**config.mk**
```make
export PLATFORM = sky130hd
export DESIGN_NAME = mips_multicycle_control_flat
export DESIGN_NICKNAME = d
export VERILOG_FILES = /design/src/rtl/mips_ctrl_pkg.sv /design/src/rtl/mips_multicycle_control_if.sv /design/src/rtl/mips_ctrl_outdec.sv /design/src/rtl/mips_multicycle_control.sv /design/src/flat_wrapper.sv
export SDC_FILE = /design/constraint.sdc
export NUM_CORES = 1
export LEC_CHECK = 0
export BUFFER_PORTS_ARGS = -buffer_cell sky130_fd_sc_hd__buf_2
export CORE_ASPECT_RATIO = 1.2
export CORE_MARGIN = 1.5
export CORE_UTILIZATION = 26
export CTS_CLUSTER_DIAMETER = 60
export CTS_CLUSTER_SIZE = 20
export DETAILED_ROUTE_END_ITERATION = 6
export PLACE_DENSITY_LB_ADDON = 0.25
export SYNTH_ARGS = -nofsm -noshare
export SYNTH_HDL_FRONTEND = slang
export SYNTH_SLANG_ARGS = --single-unit
```
**constraint.sdc**
```tcl
create_clock -name clk -period 1.45 [get_ports clk]
set_clock_uncertainty 0.05 [all_clocks]
set_input_delay 0.3625 -clock clk [delete_from_list [all_inputs] [get_ports clk]]
set_output_delay 0.3625 -clock clk [all_outputs]
set_load 0.02 [all_outputs]
```
**src/rtl/mips_ctrl_pkg.sv**
```systemverilog
// ============================================================================
// mips_ctrl_pkg : shared constants, state codes and control word for the
//                 MIPS multicycle controller.       Rev 1.0
// ============================================================================
`default_nettype none

package mips_ctrl_pkg;

  localparam logic [5:0] OP_RTYPE = 6'b000000;
  localparam logic [5:0] OP_LW    = 6'b100011;
  localparam logic [5:0] OP_SW    = 6'b101011;
  localparam logic [5:0] OP_BEQ   = 6'b000100;
  localparam logic [5:0] OP_ADDI  = 6'b001000;
  localparam logic [5:0] OP_SLTI  = 6'b001010;
  localparam logic [5:0] OP_J     = 6'b000010;
  localparam logic [5:0] FN_JR    = 6'b001000;

  localparam logic [1:0] ALUOP_ADD   = 2'b00;
  localparam logic [1:0] ALUOP_SUB   = 2'b01;
  localparam logic [1:0] ALUOP_FUNCT = 2'b10;
  localparam logic [1:0] ALUOP_SLT   = 2'b11;

  localparam logic [1:0] ALUSRCB_REG    = 2'b00;
  localparam logic [1:0] ALUSRCB_FOUR   = 2'b01;
  localparam logic [1:0] ALUSRCB_IMM    = 2'b10;
  localparam logic [1:0] ALUSRCB_IMM_SH = 2'b11;

  localparam logic [1:0] PCSRC_ALU    = 2'b00;
  localparam logic [1:0] PCSRC_ALUOUT = 2'b01;
  localparam logic [1:0] PCSRC_JUMP   = 2'b10;
  localparam logic [1:0] PCSRC_REGA   = 2'b11;

  typedef logic [3:0] state_t;

  localparam state_t S_IDLE   = 4'd0;
  localparam state_t S_FETCH  = 4'd1;
  localparam state_t S_DECODE = 4'd2;
  localparam state_t S_MEMADR = 4'd3;
  localparam state_t S_MEMRD  = 4'd4;
  localparam state_t S_MEMWB  = 4'd5;
  localparam state_t S_MEMWR  = 4'd6;
  localparam state_t S_EXEC   = 4'd7;
  localparam state_t S_RWB    = 4'd8;
  localparam state_t S_BRANCH = 4'd9;
  localparam state_t S_ADDIEX = 4'd10;
  localparam state_t S_SLTIEX = 4'd11;
  localparam state_t S_IWB    = 4'd12;
  localparam state_t S_JUMP   = 4'd13;
  localparam state_t S_JR     = 4'd14;

  typedef struct packed {
    logic       pc_write;
    logic       pc_write_cond;
    logic       iord;
    logic       mem_read;
    logic       mem_write;
    logic       ir_write;
    logic       mem_to_reg;
    logic       reg_dst;
    logic       reg_write;
    logic       alu_src_a;
    logic [1:0] alu_src_b;
    logic [1:0] alu_op;
    logic [1:0] pc_source;
    logic       illegal;
  } ctrl_word_t;

  function automatic logic opcode_supported(input logic [5:0] op);
    case (op)
      OP_RTYPE, OP_LW, OP_SW, OP_BEQ, OP_ADDI, OP_SLTI, OP_J: return 1'b1;
      default:                                                return 1'b0;
    endcase
  endfunction

endpackage

`default_nettype wire

```
**src/rtl/mips_multicycle_control_if.sv**
```systemverilog
// ============================================================================
// mips_multicycle_control_if : controller <-> datapath control bus.
//                              Rev 1.0
// ============================================================================
`default_nettype none

interface mips_multicycle_control_if;
  logic [5:0] Opcode;
  logic [5:0] Func;
  logic       Zero;
  logic       MemReady;
  logic       PCWrite;
  logic       PCWriteCond;
  logic       IorD;
  logic       MemRead;
  logic       MemWrite;
  logic       IRWrite;
  logic       MemtoReg;
  logic       RegDst;
  logic       RegWrite;
  logic       ALUSrcA;
  logic [1:0] ALUSrcB;
  logic [1:0] ALUOP;
  logic [1:0] PCSource;
  logic       Illegal;

  modport master (
    input  Opcode, Func, Zero, MemReady,
    output PCWrite, PCWriteCond, IorD, MemRead, MemWrite, IRWrite,
           MemtoReg, RegDst, RegWrite, ALUSrcA, ALUSrcB, ALUOP,
           PCSource, Illegal
  );

  modport slave (
    output Opcode, Func, Zero, MemReady,
    input  PCWrite, PCWriteCond, IorD, MemRead, MemWrite, IRWrite,
           MemtoReg, RegDst, RegWrite, ALUSrcA, ALUSrcB, ALUOP,
           PCSource, Illegal
  );
endinterface

`default_nettype wire

```
**src/rtl/mips_ctrl_outdec.sv**
```systemverilog
// ============================================================================
// mips_ctrl_outdec : state -> control word decoder (Moore, plus FETCH handshake
//                    and DECODE illegal-opcode pulse).     Rev 1.0
// ============================================================================
`default_nettype none

module mips_ctrl_outdec
  import mips_ctrl_pkg::*;
(
  input  state_t     state,
  input  logic [5:0] opcode,
  input  logic       mem_ready,
  output ctrl_word_t cw
);

  always_comb begin
    cw = '0;
    case (state)
      S_FETCH: begin
        cw.mem_read  = 1'b1;
        cw.alu_src_b = ALUSRCB_FOUR;
        cw.alu_op    = ALUOP_ADD;
        cw.pc_source = PCSRC_ALU;
        cw.ir_write  = mem_ready;
        cw.pc_write  = mem_ready;
      end
      S_DECODE: begin
        cw.alu_src_b = ALUSRCB_IMM_SH;
        cw.alu_op    = ALUOP_ADD;
        cw.illegal   = ~opcode_supported(opcode);
      end
      S_EXEC: begin
        cw.alu_src_a = 1'b1;
        cw.alu_src_b = ALUSRCB_REG;
        cw.alu_op    = ALUOP_FUNCT;
      end
      S_RWB: begin
        cw.reg_dst   = 1'b1;
        cw.reg_write = 1'b1;
      end
      S_MEMADR: begin
        cw.alu_src_a = 1'b1;
        cw.alu_src_b = ALUSRCB_IMM;
        cw.alu_op    = ALUOP_ADD;
      end
      S_MEMRD: begin
        cw.mem_read = 1'b1;
        cw.iord     = 1'b1;
      end
      S_MEMWB: begin
        cw.mem_to_reg = 1'b1;
        cw.reg_write  = 1'b1;
      end
      S_MEMWR: begin
        cw.mem_write = 1'b1;
        cw.iord      = 1'b1;
      end
      S_BRANCH: begin
        cw.alu_src_a     = 1'b1;
        cw.alu_src_b     = ALUSRCB_REG;
        cw.alu_op        = ALUOP_SUB;
        cw.pc_write_cond = 1'b1;
        cw.pc_source     = PCSRC_ALUOUT;
      end
      S_ADDIEX: begin
        cw.alu_src_a = 1'b1;
        cw.alu_src_b = ALUSRCB_IMM;
        cw.alu_op    = ALUOP_ADD;
      end
      S_SLTIEX: begin
        cw.alu_src_a = 1'b1;
        cw.alu_src_b = ALUSRCB_IMM;
        cw.alu_op    = ALUOP_SLT;
      end
      S_IWB: begin
        cw.reg_write = 1'b1;
      end
      S_JUMP: begin
        cw.pc_write  = 1'b1;
        cw.pc_source = PCSRC_JUMP;
      end
      S_JR: begin
        cw.pc_write  = 1'b1;
        cw.pc_source = PCSRC_REGA;
      end
      default: cw = '0;
    endcase
  end

endmodule

`default_nettype wire

```
**src/rtl/mips_multicycle_control.sv**
```systemverilog
// ============================================================================
// mips_multicycle_control : multicycle MIPS main controller FSM.
//                           Rev 1.0
// ============================================================================
`default_nettype none

module mips_multicycle_control
  import mips_ctrl_pkg::*;
#(
  parameter int unsigned RESET_PC_HOLD = 1
) (
  input  logic                       clk,
  input  logic                       rst_n,
  mips_multicycle_control_if.master  bus
);

  localparam int          CNT_W     = (RESET_PC_HOLD > 1) ? $clog2(RESET_PC_HOLD) : 1;
  localparam int unsigned HOLD_LAST = (RESET_PC_HOLD > 0) ? RESET_PC_HOLD - 1 : 0;

  state_t             r_state;
  state_t             w_next_state;
  logic [CNT_W-1:0]   r_hold_cnt;
  logic               w_hold_done;
  ctrl_word_t         w_cw;
  logic               w_unused_zero;

  // Zero qualifies PCWriteCond in the datapath, not here.
  assign w_unused_zero = bus.Zero;
  assign w_hold_done   = (r_hold_cnt == CNT_W'(HOLD_LAST));

  always_ff @(posedge clk or negedge rst_n) begin
    if (!rst_n) begin
      r_state    <= S_IDLE;
      r_hold_cnt <= '0;
    end else begin
      r_state <= w_next_state;
      if (r_state == S_IDLE && !w_hold_done)
        r_hold_cnt <= r_hold_cnt + 1'b1;
    end
  end

  always_comb begin
    w_next_state = r_state;
    case (r_state)
      S_IDLE:   if (w_hold_done)  w_next_state = S_FETCH;
      S_FETCH:  if (bus.MemReady) w_next_state = S_DECODE;
      S_DECODE: begin
        case (bus.Opcode)
          OP_RTYPE:     w_next_state = (bus.Func == FN_JR) ? S_JR : S_EXEC;
          OP_LW, OP_SW: w_next_state = S_MEMADR;
          OP_BEQ:       w_next_state = S_BRANCH;
          OP_ADDI:      w_next_state = S_ADDIEX;
          OP_SLTI:      w_next_state = S_SLTIEX;
          OP_J:         w_next_state = S_JUMP;
          default:      w_next_state = S_FETCH;
        endcase
      end
      S_MEMADR: w_next_state = (bus.Opcode == OP_LW) ? S_MEMRD : S_MEMWR;
      S_MEMRD:  if (bus.MemReady) w_next_state = S_MEMWB;
      S_MEMWR:  if (bus.MemReady) w_next_state = S_FETCH;
      S_EXEC:   w_next_state = S_RWB;
      S_ADDIEX, S_SLTIEX: w_next_state = S_IWB;
      S_MEMWB, S_RWB, S_IWB, S_BRANCH, S_JUMP, S_JR: w_next_state = S_FETCH;
      default:  w_next_state = S_IDLE;
    endcase
  end

  mips_ctrl_outdec u_outdec (
    .state     (r_state),
    .opcode    (bus.Opcode),
    .mem_ready (bus.MemReady),
    .cw        (w_cw)
  );

  assign bus.PCWrite     = w_cw.pc_write;
  assign bus.PCWriteCond = w_cw.pc_write_cond;
  assign bus.IorD        = w_cw.iord;
  assign bus.MemRead     = w_cw.mem_read;
  assign bus.MemWrite    = w_cw.mem_write;
  assign bus.IRWrite     = w_cw.ir_write;
  assign bus.MemtoReg    = w_cw.mem_to_reg;
  assign bus.RegDst      = w_cw.reg_dst;
  assign bus.RegWrite    = w_cw.reg_write;
  assign bus.ALUSrcA     = w_cw.alu_src_a;
  assign bus.ALUSrcB     = w_cw.alu_src_b;
  assign bus.ALUOP       = w_cw.alu_op;
  assign bus.PCSource    = w_cw.pc_source;
  assign bus.Illegal     = w_cw.illegal;

endmodule

`default_nettype wire
```
**src/flat_wrapper.sv**
```systemverilog
// flat-port wrapper written by rule: the top's interface ports become plain ports
module mips_multicycle_control_flat import mips_ctrl_pkg::*;
#(
  parameter int unsigned RESET_PC_HOLD = 1
)
  (clk, rst_n, bus_Opcode, bus_Func, bus_Zero, bus_MemReady, bus_PCWrite, bus_PCWriteCond, bus_IorD, bus_MemRead, bus_MemWrite, bus_IRWrite, bus_MemtoReg, bus_RegDst, bus_RegWrite, bus_ALUSrcA, bus_ALUSrcB, bus_ALUOP, bus_PCSource, bus_Illegal);
  mips_multicycle_control_if bus_i ();
  input  logic clk;
  input  logic rst_n;
  input wire logic [$bits(bus_i.Opcode)-1:0] bus_Opcode;
  input wire logic [$bits(bus_i.Func)-1:0] bus_Func;
  input wire logic [$bits(bus_i.Zero)-1:0] bus_Zero;
  input wire logic [$bits(bus_i.MemReady)-1:0] bus_MemReady;
  output wire logic [$bits(bus_i.PCWrite)-1:0] bus_PCWrite;
  output wire logic [$bits(bus_i.PCWriteCond)-1:0] bus_PCWriteCond;
  output wire logic [$bits(bus_i.IorD)-1:0] bus_IorD;
  output wire logic [$bits(bus_i.MemRead)-1:0] bus_MemRead;
  output wire logic [$bits(bus_i.MemWrite)-1:0] bus_MemWrite;
  output wire logic [$bits(bus_i.IRWrite)-1:0] bus_IRWrite;
  output wire logic [$bits(bus_i.MemtoReg)-1:0] bus_MemtoReg;
  output wire logic [$bits(bus_i.RegDst)-1:0] bus_RegDst;
  output wire logic [$bits(bus_i.RegWrite)-1:0] bus_RegWrite;
  output wire logic [$bits(bus_i.ALUSrcA)-1:0] bus_ALUSrcA;
  output wire logic [$bits(bus_i.ALUSrcB)-1:0] bus_ALUSrcB;
  output wire logic [$bits(bus_i.ALUOP)-1:0] bus_ALUOP;
  output wire logic [$bits(bus_i.PCSource)-1:0] bus_PCSource;
  output wire logic [$bits(bus_i.Illegal)-1:0] bus_Illegal;
  assign bus_i.Opcode = bus_Opcode;
  assign bus_i.Func = bus_Func;
  assign bus_i.Zero = bus_Zero;
  assign bus_i.MemReady = bus_MemReady;
  assign bus_PCWrite = bus_i.PCWrite;
  assign bus_PCWriteCond = bus_i.PCWriteCond;
  assign bus_IorD = bus_i.IorD;
  assign bus_MemRead = bus_i.MemRead;
  assign bus_MemWrite = bus_i.MemWrite;
  assign bus_IRWrite = bus_i.IRWrite;
  assign bus_MemtoReg = bus_i.MemtoReg;
  assign bus_RegDst = bus_i.RegDst;
  assign bus_RegWrite = bus_i.RegWrite;
  assign bus_ALUSrcA = bus_i.ALUSrcA;
  assign bus_ALUSrcB = bus_i.ALUSrcB;
  assign bus_ALUOP = bus_i.ALUOP;
  assign bus_PCSource = bus_i.PCSource;
  assign bus_Illegal = bus_i.Illegal;
  mips_multicycle_control #(.RESET_PC_HOLD(RESET_PC_HOLD)) u_core (.clk(clk), .rst_n(rst_n), .bus(bus_i));
endmodule
```
Yosys cells after proc, flatten, opt, wreduce, memory -nomap -nowiden
Index checks and enable logic that the tools add are counted.
{ "totals": {"output_inout_bits": 17, "rom_bits": 0, "elab_cells": 66, "latchBits": 0, "in_bits": 16, "n_memories": 0, "ramBits": 0, "register_bits": 5} }
{ "op_classes": {"reduce_logical": 14, "shift": 0, "mux": 23, "div_mod_pow": 0, "bitwise_logic": 1, "n_lt_le_gt_ge": 0, "eq_ne": 25, "n_mul": 0, "add_sub_neg": 1} }
{ "op_table": {"columns": ["op", "count"], "rows": [
  ["case mux 4 bit (6 select lines)", 2],
  ["case mux 4 bit (9 select lines)", 1],
  ["== test 4 bit (second input constant)", 7],
  ["two-way mux 4 bit", 5],
  ["== test 6 x 4 -> 1 bit (second input constant)", 3],
  ["== test 4 x 3 -> 1 bit (second input constant)", 4],
  ["== test 6 bit (second input constant)", 2],
  ["two-way mux 1 bit", 12],
  ["OR reduction 2 bit", 6],
  ["== test 4 x 2 -> 1 bit (second input constant)", 2],
  ["!= test 2 bit (second input constant)", 4],
  ["OR reduction 7 bit", 1],
  ["== test 6 x 2 -> 1 bit (second input constant)", 1],
  ["== test 6 x 3 -> 1 bit (second input constant)", 1],
  ["zero test 6 bit", 1],
  ["case mux 2 bit (3 select lines)", 1],
  ["OR reduction 6 bit", 1],
  ["OR reduction 5 bit", 1],
  ["== test 4 x 1 -> 1 bit (second input constant)", 1],
  ["zero test 4 bit", 1],
  ["AND reduction 4 bit", 1],
  ["OR reduction 3 bit", 1],
  ["two-way mux 2 bit", 1],
  ["case mux 1 bit (2 select lines)", 1],
  ["3 further kinds", 3]
]} }

Longest topological paths before layout
Gate-level depths: netlist of run 1.
{ "logic_depth": {"ltp_word": 6, "ltp_mapped": 5, "mapped_depth_nobuf": 4} }

Hierarchy
A second synthesis of run 1 with hierarchy kept.
{ "unflattened": {"hier_cells": 81, "area_unflattened_um2": 610.6} }
{ "by_module_without_submodules": {"columns": ["mod", "n_inst", "cells_per_inst", "seq_area_each_um2", "area_per_inst_um2"], "rows": [
  ["mips_multicycle_control", 1, 44, 125.1, 379.1],
  ["mips_ctrl_outdec", 1, 37, 0.0, 231.5]
]} }

Worst setup path before layout of run 1
No wires, ideal clock.
{ "synth_timing": {"path_type": "reg2out", "from": "register u_core.r_state[1]", "to": "output port bus_PCWrite", "arrival_time_ns": 1.432, "n_path_buf": 1, "stages_incl_launch_ff": 6, "setup_slack_ns": -0.394, "path_cell_list": "dfrtp_1 buf_2 inv_1 nand2_1 a21oi_1 or2_2"} }
{ "synth_via": {"elab_chain_len": 3, "elab_cells_between_ends": 5, "cone_classes": "eq/ne: 3; mux: 1; reduce/logical: 1"} }
{ "synth_rtl": {"columns": ["item", "line_no", "text"], "rows": [
  ["start, declared", "mips_multicycle_control.sv:20", "state_t r_state;"],
  ["start signal, assigned", "mips_multicycle_control.sv:36", "r_state <= w_next_state;"],
  ["== test 4 bit", "mips_ctrl_outdec.sv:18", "case (state)"],
  ["OR reduction 2 bit (no source line)", null, null],
  ["case mux 1 bit (2 select lines) (*)", "mips_ctrl_outdec.sv:18", null],
  ["end, declared", "flat_wrapper.sv:14", "output wire logic [$bits(bus_i.PCWrite)-1:0] bus_PCWrite;"]
]} }
Every way passes the cells marked *; elsewhere a longest branch is shown, timed or not.

Worst setup path after layout of run 1
{ "layout_timing": {"from": "register u_core.r_state[0]", "to": "output port bus_PCWrite"} }
Same word-level chain as after synthesis.

==> summary.md, run 1 <==
| Metric | Value |
|---|---|
| Worst setup SP type | `flop` |
| WP data required | `1.04 ns` |
| DRT antenna net count | `0` |
| Synthesis-stage register bit count | `5` |
| Dpl hpwl | `1490 um` |
| Sequential power share | `0.106` |
| Share of cells above drive strength 1 | `0.725` |
| Placed Cells | `151` |
| H-tree depth | `1` |
| DR WL/cell | `14.8 um` |
| Status | `finished, violations left` |
| Number of DRC markers in iteration 0 | `16` |
| Ant. Diodes | `0` |
| Number of global-route vias before repair | `811` |
| Ys async rst share | `1.00` |
| Sw frac | `0.462` |
| Sw Pwr | `1.32 mW` |
| HP Class | `in -> async` |
| NumNets Final | `166` |
| Post-synth top area share | `0.230` |
| Final min period | `1.80 ns` |
| P&R area growth vs syn | `153%` |
| Routed wire length | `2480 um` |
| Fin. max-slew vios | `0` |
| FF-to-FF path depth | `4` |
| Reg2Reg Capture Point | `u_core.r_state[3]` |
| WS Path Type | `reg -> out` |
| Area contributors post-synth | `dfrtp_1, nor2_1, a21oi_1` |
| Number of buffers added on ports | `31` |
| Endpoint class of the critical path | `primary output` |
| P_int | `1.54 mW` |
| Vias per inst | `5.23` |
| RePlAce Congestion | `0.849` |
| Maximum vdd drop | `1.11 mV` |
| Initial antenna violation count | `0` |
| Worst-margin pin slew | `0.367 ns` |
| Die width | `44.7 um` |
| Sink Count | `5` |
| Total CTS buffers | `3` |
| RSZ-0062 raised after global routing | `true` |
| Setup violations, final | `18` |
| Yosys warning count | `0` |
| Power per standard cell area | `2080 nW/um^2` |
| Max cap viols | `0` |
| Gate power share | `0.837` |
| Clk slew on worst S/H paths | `0.04 ns` |
| Rows | `17` |
| Final hold viol count | `0` |
| CTS Buffer Depth | `2` |
| P_leak | `0.597 nW` |
| Syn Nets | `96` |
| Global route total overflow | `0` |
| Finished Layout Cells | `168` |
| Worst skew pair latency | `0.24 ns` |
| Failing checks | `design-rule violations, negative setup slack` |
| Clock group share of total power | `0.057` |
| Core area | `1890 sq um` |
| CTS tree | `built` |
| F_max | `556 MHz` |
| Worst Path Arrival | `1.39 ns` |
| Io pins | `33` |
| Cells after synthesis | `80` |
| Top cell type by total area after synthesis | `dfrtp_1` |
| Setup TNS | `-4.71 ns` |
| Vias | `879` |
| Post-synth EDFFs | `0` |
| Critical Path Fanout Max | `4` |
| Register area share after synthesis | `0.230` |
| Crit share post-route | `1.24` |
| Syn Area/Cell | `6.79 sq um` |
| First-pass GRT wire length | `3410 um` |
| FF-to-FF Start | `u_core.r_state[2]` |
| Slew headroom | `0.752` |
| Root Driver | `clkbuf_4` |
| DRC | `1` |
| GR Util All Layers | `0.198` |
| Chip Height | `53.1 um` |
| Register-to-register setup slack | `-0.21 ns` |
| Synth Flop Type | `dfrtp_1` |
| Mapped cell area | `543 sq um` |
| Starting Density | `0.287` |
| DIE AREA | `2370 sq um` |
| Largest net degree at the start of global routing | `8` |
| Netlist cell types | `29` |
| Drt pass-1 iters | `7` |
| Worst Setup Slack, final | `-0.349 ns` |
## cells by family after synthesis
kind of cell           share of synthesized area
AND/OR/NAND/NOR                            0.366
XOR/XNOR                                  0.0161
multiplexers                              0.0184
AO/OA/AOI/OAI                              0.295
buffers and inverters                     0.0737
flip-flops                                 0.230
## final cells by class
cell class,count,area (sq um)
Sequential cell,5,130
Timing Repair Buffer,69,572
Inverter,4,23.8
Fill cell,150,518
Multi-Input combinational cell,67,599
Tap cell,19,23.8
Clock buffer,4,26.3
## worst max-delay path by stage
| stage | cells after the start | slack (ns) | to | startpoint |
|---|---|---|---|---|
| 3_3_place_gp | 4 | -0.21 | bus_ALUSrcA | u_core.r_state[2] |
| 5_1_grt | 4 | -0.38 | bus_PCSource[0] | u_core.r_state[2] |
| 4_1_cts | 4 | -0.32 | bus_RegWrite | u_core.r_state[3] |
| 3_5_place_dp | 4 | -0.25 | bus_ALUSrcA | u_core.r_state[2] |
| 2_1_floorplan | 5 | -0.09 | bus_PCWrite | u_core.r_state[0] |
| 6_report | 5 | -0.35 | bus_PCWrite | u_core.r_state[0] |
## state kept, by name, summed over array words and instances (netlist names)
register,flops
u_core.r_hold_cnt,1
u_core.r_state,4
## per-layer routing
layer / GRT usage / vias to the layer above / wire length [um]
met4: 0.0606 / 0 / 52
met3: 0.0205 / 6 / 86
met1: 0.214 / 413 / 956
li1: - / 425 / -
met2: 0.386 / 35 / 1380
met5: 0 / - / 0
## synthesized netlist by cell type, types with 2 or more instances
cell type,number
and2_1,3
or3_1,2
nand3_1,2
nand2b_1,4
or2_2,2
buf_2,2
a2111oi_0,2
a21boi_0,2
nand2_1,9
a2bb2oi_1,2
dfrtp_1,5
o21ai_0,5
nor3_1,4
a21oi_1,7
nor2_1,12
inv_1,4
## critical path, cell delays in order (launching register included)
cell,delay (ns)
dfrtp_2,0.41
clkinvlp_4,0.17
nand2_4,0.14
a21oi_4,0.07
or2_4,0.22
buf_6,0.13
## power by group through the flow
| stage | logic [mW] | registers (mW) | clock network, mW |
|---|---|---|---|
| 5_1_grt | 2.52 | 0.311 | 0.175 |
| 4_1_cts | 2.04 | 0.298 | 0.165 |
| 3_5_place_dp | 1.58 | 0.297 | 0 |
| 2_1_floorplan | 1.07 | 0.206 | 0 |
| 3_3_place_gp | 1.55 | 0.294 | 0 |
| 6_report | 2.40 | 0.304 | 0.162 |
## timing repair
item                                    CTS  global route
setup buffers                             6             6
endpoints found under the hold margin     5             0
endpoints found under the setup margin   20            20
resized for setup                        46            26
pin swaps                                 7             9
hold buffers                              1             0
## through the flow
step	utilization	cell area [sq um]	hold WS, ns	worst slack, ns	total power, mW
floorplan	-	667	0.0169	-0.0908	1.28
global placement	0.523	990	0.134	-0.212	1.85
detailed placement	0.523	990	0.133	-0.249	1.87
CTS	0.646	1220	0.411	-0.324	2.50
global route	0.726	1380	0.411	-0.384	3.01
finish	0.726	1380	0.414	-0.349	2.87
## placed cells by master, fill, tap and decap left out, types with 3 or more instances in the layout
cell,count
a21oi_1,3
buf_2,14
buf_4,31
buf_6,23
clkbuf_4,3
dfrtp_2,4
nand2_1,5
nor2_1,6
nor2_4,5
o21ai_0,4
Note: power is estimated with default switching activity, not from simulation.
==> run 2: changes to the inputs <==
- SKIP_CTS_REPAIR_TIMING: unset -> 1
==> summary.md, run 2 (synthesis results as in run 1) <==
| Metric | Value |
|---|---|
| Status | `finished, violations left (unchanged)` |
| Failing checks | `design-rule violations, negative setup slack (unchanged)` |
| Share of cells above drive strength 1 | `0.681 (was 0.725)` |
| Number of buffers added on ports | `31 (unchanged)` |
| Commonest non-fill, non-tap cell in the layout | `buf_4 (unchanged)` |
| Finished Layout Cells | `160 (was 168)` |
| FF-to-FF path depth | `5 (was 4)` |
| Most flops, register | `u_core.r_state (unchanged)` |
| Max incr delay on CP | `0.45 ns (was 0.41 ns)` |
| Endpoint class of the critical path | `primary output (unchanged)` |
| H-tree depth | `1 (unchanged)` |
| Drt pass-1 iters | `6 (was 7)` |
| Root Driver | `clkbuf_4 (unchanged)` |
| Vias | `821 (was 879)` |
| Reg2Reg Capture Point | `u_core.r_state[3] (unchanged)` |
| Fillers | `169 (was 150)` |
| Initial antenna violation count | `0 (unchanged)` |
| Slowest stage cell, crit path | `dfrtp_2 (unchanged)` |
| Fin. max-slew vios | `0 (unchanged)` |
| Chip Height | `53.1 um (unchanged)` |
| Largest net degree at the start of global routing | `12 (was 8)` |
| Max cap viols | `0 (unchanged)` |
| Placed Cells | `151 (unchanged)` |
| Slew headroom | `0.751 (was 0.752)` |
| RePlAce Congestion | `0.849 (unchanged)` |
| DRC | `1 (unchanged)` |
| Critical Path Fanout Max | `6 (was 4)` |
| Final hold viol count | `0 (unchanged)` |
| First-pass GRT wire length | `2840 um (was 3410 um)` |
| Sink Count | `5 (unchanged)` |
| Register-to-register setup slack | `-0.24 ns (was -0.21 ns)` |
| Starting Density | `0.287 (unchanged)` |
| GR Util All Layers | `0.162 (was 0.198)` |
| CTS Buffer Depth | `2 (unchanged)` |
| Worst-margin pin slew | `0.369 ns (was 0.367 ns)` |
| Global route total overflow | `0 (unchanged)` |
| DR WL/cell | `13.6 um (was 14.8 um)` |
| Power per standard cell area | `2070 nW/um^2 (was 2080 nW/um^2)` |
| WP data required | `1.04 ns (about the same)` |
| Core area | `1890 sq um (unchanged)` |
| HP Class | `in -> async (unchanged)` |
| Worst Setup Slack, final | `-0.354 ns (was -0.349 ns)` |
| Total CTS buffers | `3 (unchanged)` |
| Io pins | `33 (unchanged)` |
| DRT antenna net count | `0 (unchanged)` |
| DIE AREA | `2370 sq um (unchanged)` |
| FF-to-FF Start | `u_core.r_state[2] (unchanged)` |
| Crit share post-route | `1.24 (about the same)` |
| Largest registers | `u_core.r_state (4), u_core.r_hold_cnt (1) (unchanged)` |
| Commonest cells after routing, fill and taps aside | `buf_4, buf_6, buf_2, nor2_4, nand2_1 (was buf_4, buf_6, buf_2, nor2_1)` |
| Worst skew pair latency | `0.24 ns (about the same)` |
| WS Path Type | `reg -> out (unchanged)` |
| NumNets Final | `158 (was 166)` |
| Number of DRC markers in iteration 0 | `11 (was 16)` |
| Largest register FFs | `4 (unchanged)` |
| Worst Path Arrival | `1.39 ns (about the same)` |
| Setup violations, final | `18 (unchanged)` |
| RSZ-0062 raised after global routing | `true (unchanged)` |
| Die width | `44.7 um (unchanged)` |
| CTS tree | `built (unchanged)` |
| Final min period | `1.80 ns (about the same)` |
| P_leak | `0.538 nW (was 0.597 nW)` |
| Routed wire length | `2170 um (was 2480 um)` |
| Rows | `17 (unchanged)` |
| Worst path cell trace | `nand2b_4 -> buf_4 -> a211oi_4 -> buf_6 (was clkinvlp_4 -> nand2_4 -> a21oi_4 -> or2_4 -> buf_6)` |
| Final hold slack | `0.409 ns (was 0.414 ns)` |
| Number of global-route vias before repair | `703 (was 811)` |
| Seq. cell area | `130 sq um (unchanged)` |
| Dpl hpwl | `1490 um (unchanged)` |
| Worst setup SP type | `flop (unchanged)` |
| Ant. Diodes | `0 (unchanged)` |
| Footprint of the multi-input gates | `559 sq um (was 599 sq um)` |
| F_max | `554 MHz (was 556 MHz)` |
| P&R area growth vs syn | `129% (was 153%)` |
| Clk slew on worst S/H paths | `0.04 ns (about the same)` |
| Vias per inst | `5.13 (was 5.23)` |
| Maximum vdd drop | `1.09 mV (was 1.11 mV)` |
==> run 2: per-layer routing <==
| layer | routed length [um] | vias to the layer above | global-route usage |
|---|---|---|---|
| li1 | - | 409 | - |
| met1 | 853 | 385 | 0.171 |
| met2 | 1250 | 25 | 0.314 |
| met3 | 64 | 2 | 0.0205 |
| met4 | 8 | 0 | 0.0606 |
| met5 | 0 | - | 0 |
==> run 2: area by class of cell <==
type,count,area share
Clock buffer,4,0.0211
Inverter,4,0.0171
Multi-Input combinational cell,67,0.450
Sequential cell,5,0.105
Tap cell,19,0.0191
Timing Repair Buffer,61,0.388
==> run 2: critical path: cells and delay by family (launching register included) <==
family	cells	cell delay (ns)
and+or+nand+nor	1	0.16
buffers and inverters	2	0.32
AOI/OAI and AO/OA	1	0.22
DFF	1	0.45
==> run 2: worst max-delay path by stage <==
| stage | from | end | slack, ns | cells past startpoint |
|---|---|---|---|---|
| CTS | u_core.r_state[2] | bus_ALUSrcA | -0.49 | 4 |
| floorplan | u_core.r_state[0] | bus_PCWrite | -0.09 | 5 |
| global route | u_core.r_state[0] | bus_ALUOP[1] | -0.39 | 4 |
| global placement | u_core.r_state[2] | bus_ALUSrcA | -0.21 | 4 |
| detailed placement | u_core.r_state[2] | bus_ALUSrcA | -0.25 | 4 |
| finish | u_core.r_state[3] | bus_ALUOP[1] | -0.35 | 4 |
==> run 2: power by group <==
| group | total (mW) | internal, mW | switching [mW] |
|---|---|---|---|
| clock network | 0.162 | 0.104 | 0.0579 |
| registers | 0.302 | 0.196 | 0.106 |
| logic | 2.11 | 1.07 | 1.04 |
| total | 2.58 | 1.38 | 1.20 |
==> run 2: stage by stage <==
stage | worst slack, ns | power [mW] | cell area, sq um | setup TNS, ns | util
final | -0.354 | 2.58 | 1240 | -4.55 | 0.656
after CTS | -0.492 | 2.05 | 1020 | -6.86 | 0.537
after global placement | -0.212 | 1.85 | 990 | -2.18 | 0.523
after detailed placement | -0.249 | 1.87 | 990 | -2.73 | 0.523
after global routing | -0.387 | 2.72 | 1240 | -5.39 | 0.656
after floorplan | -0.0908 | 1.28 | 667 | -0.294 | -
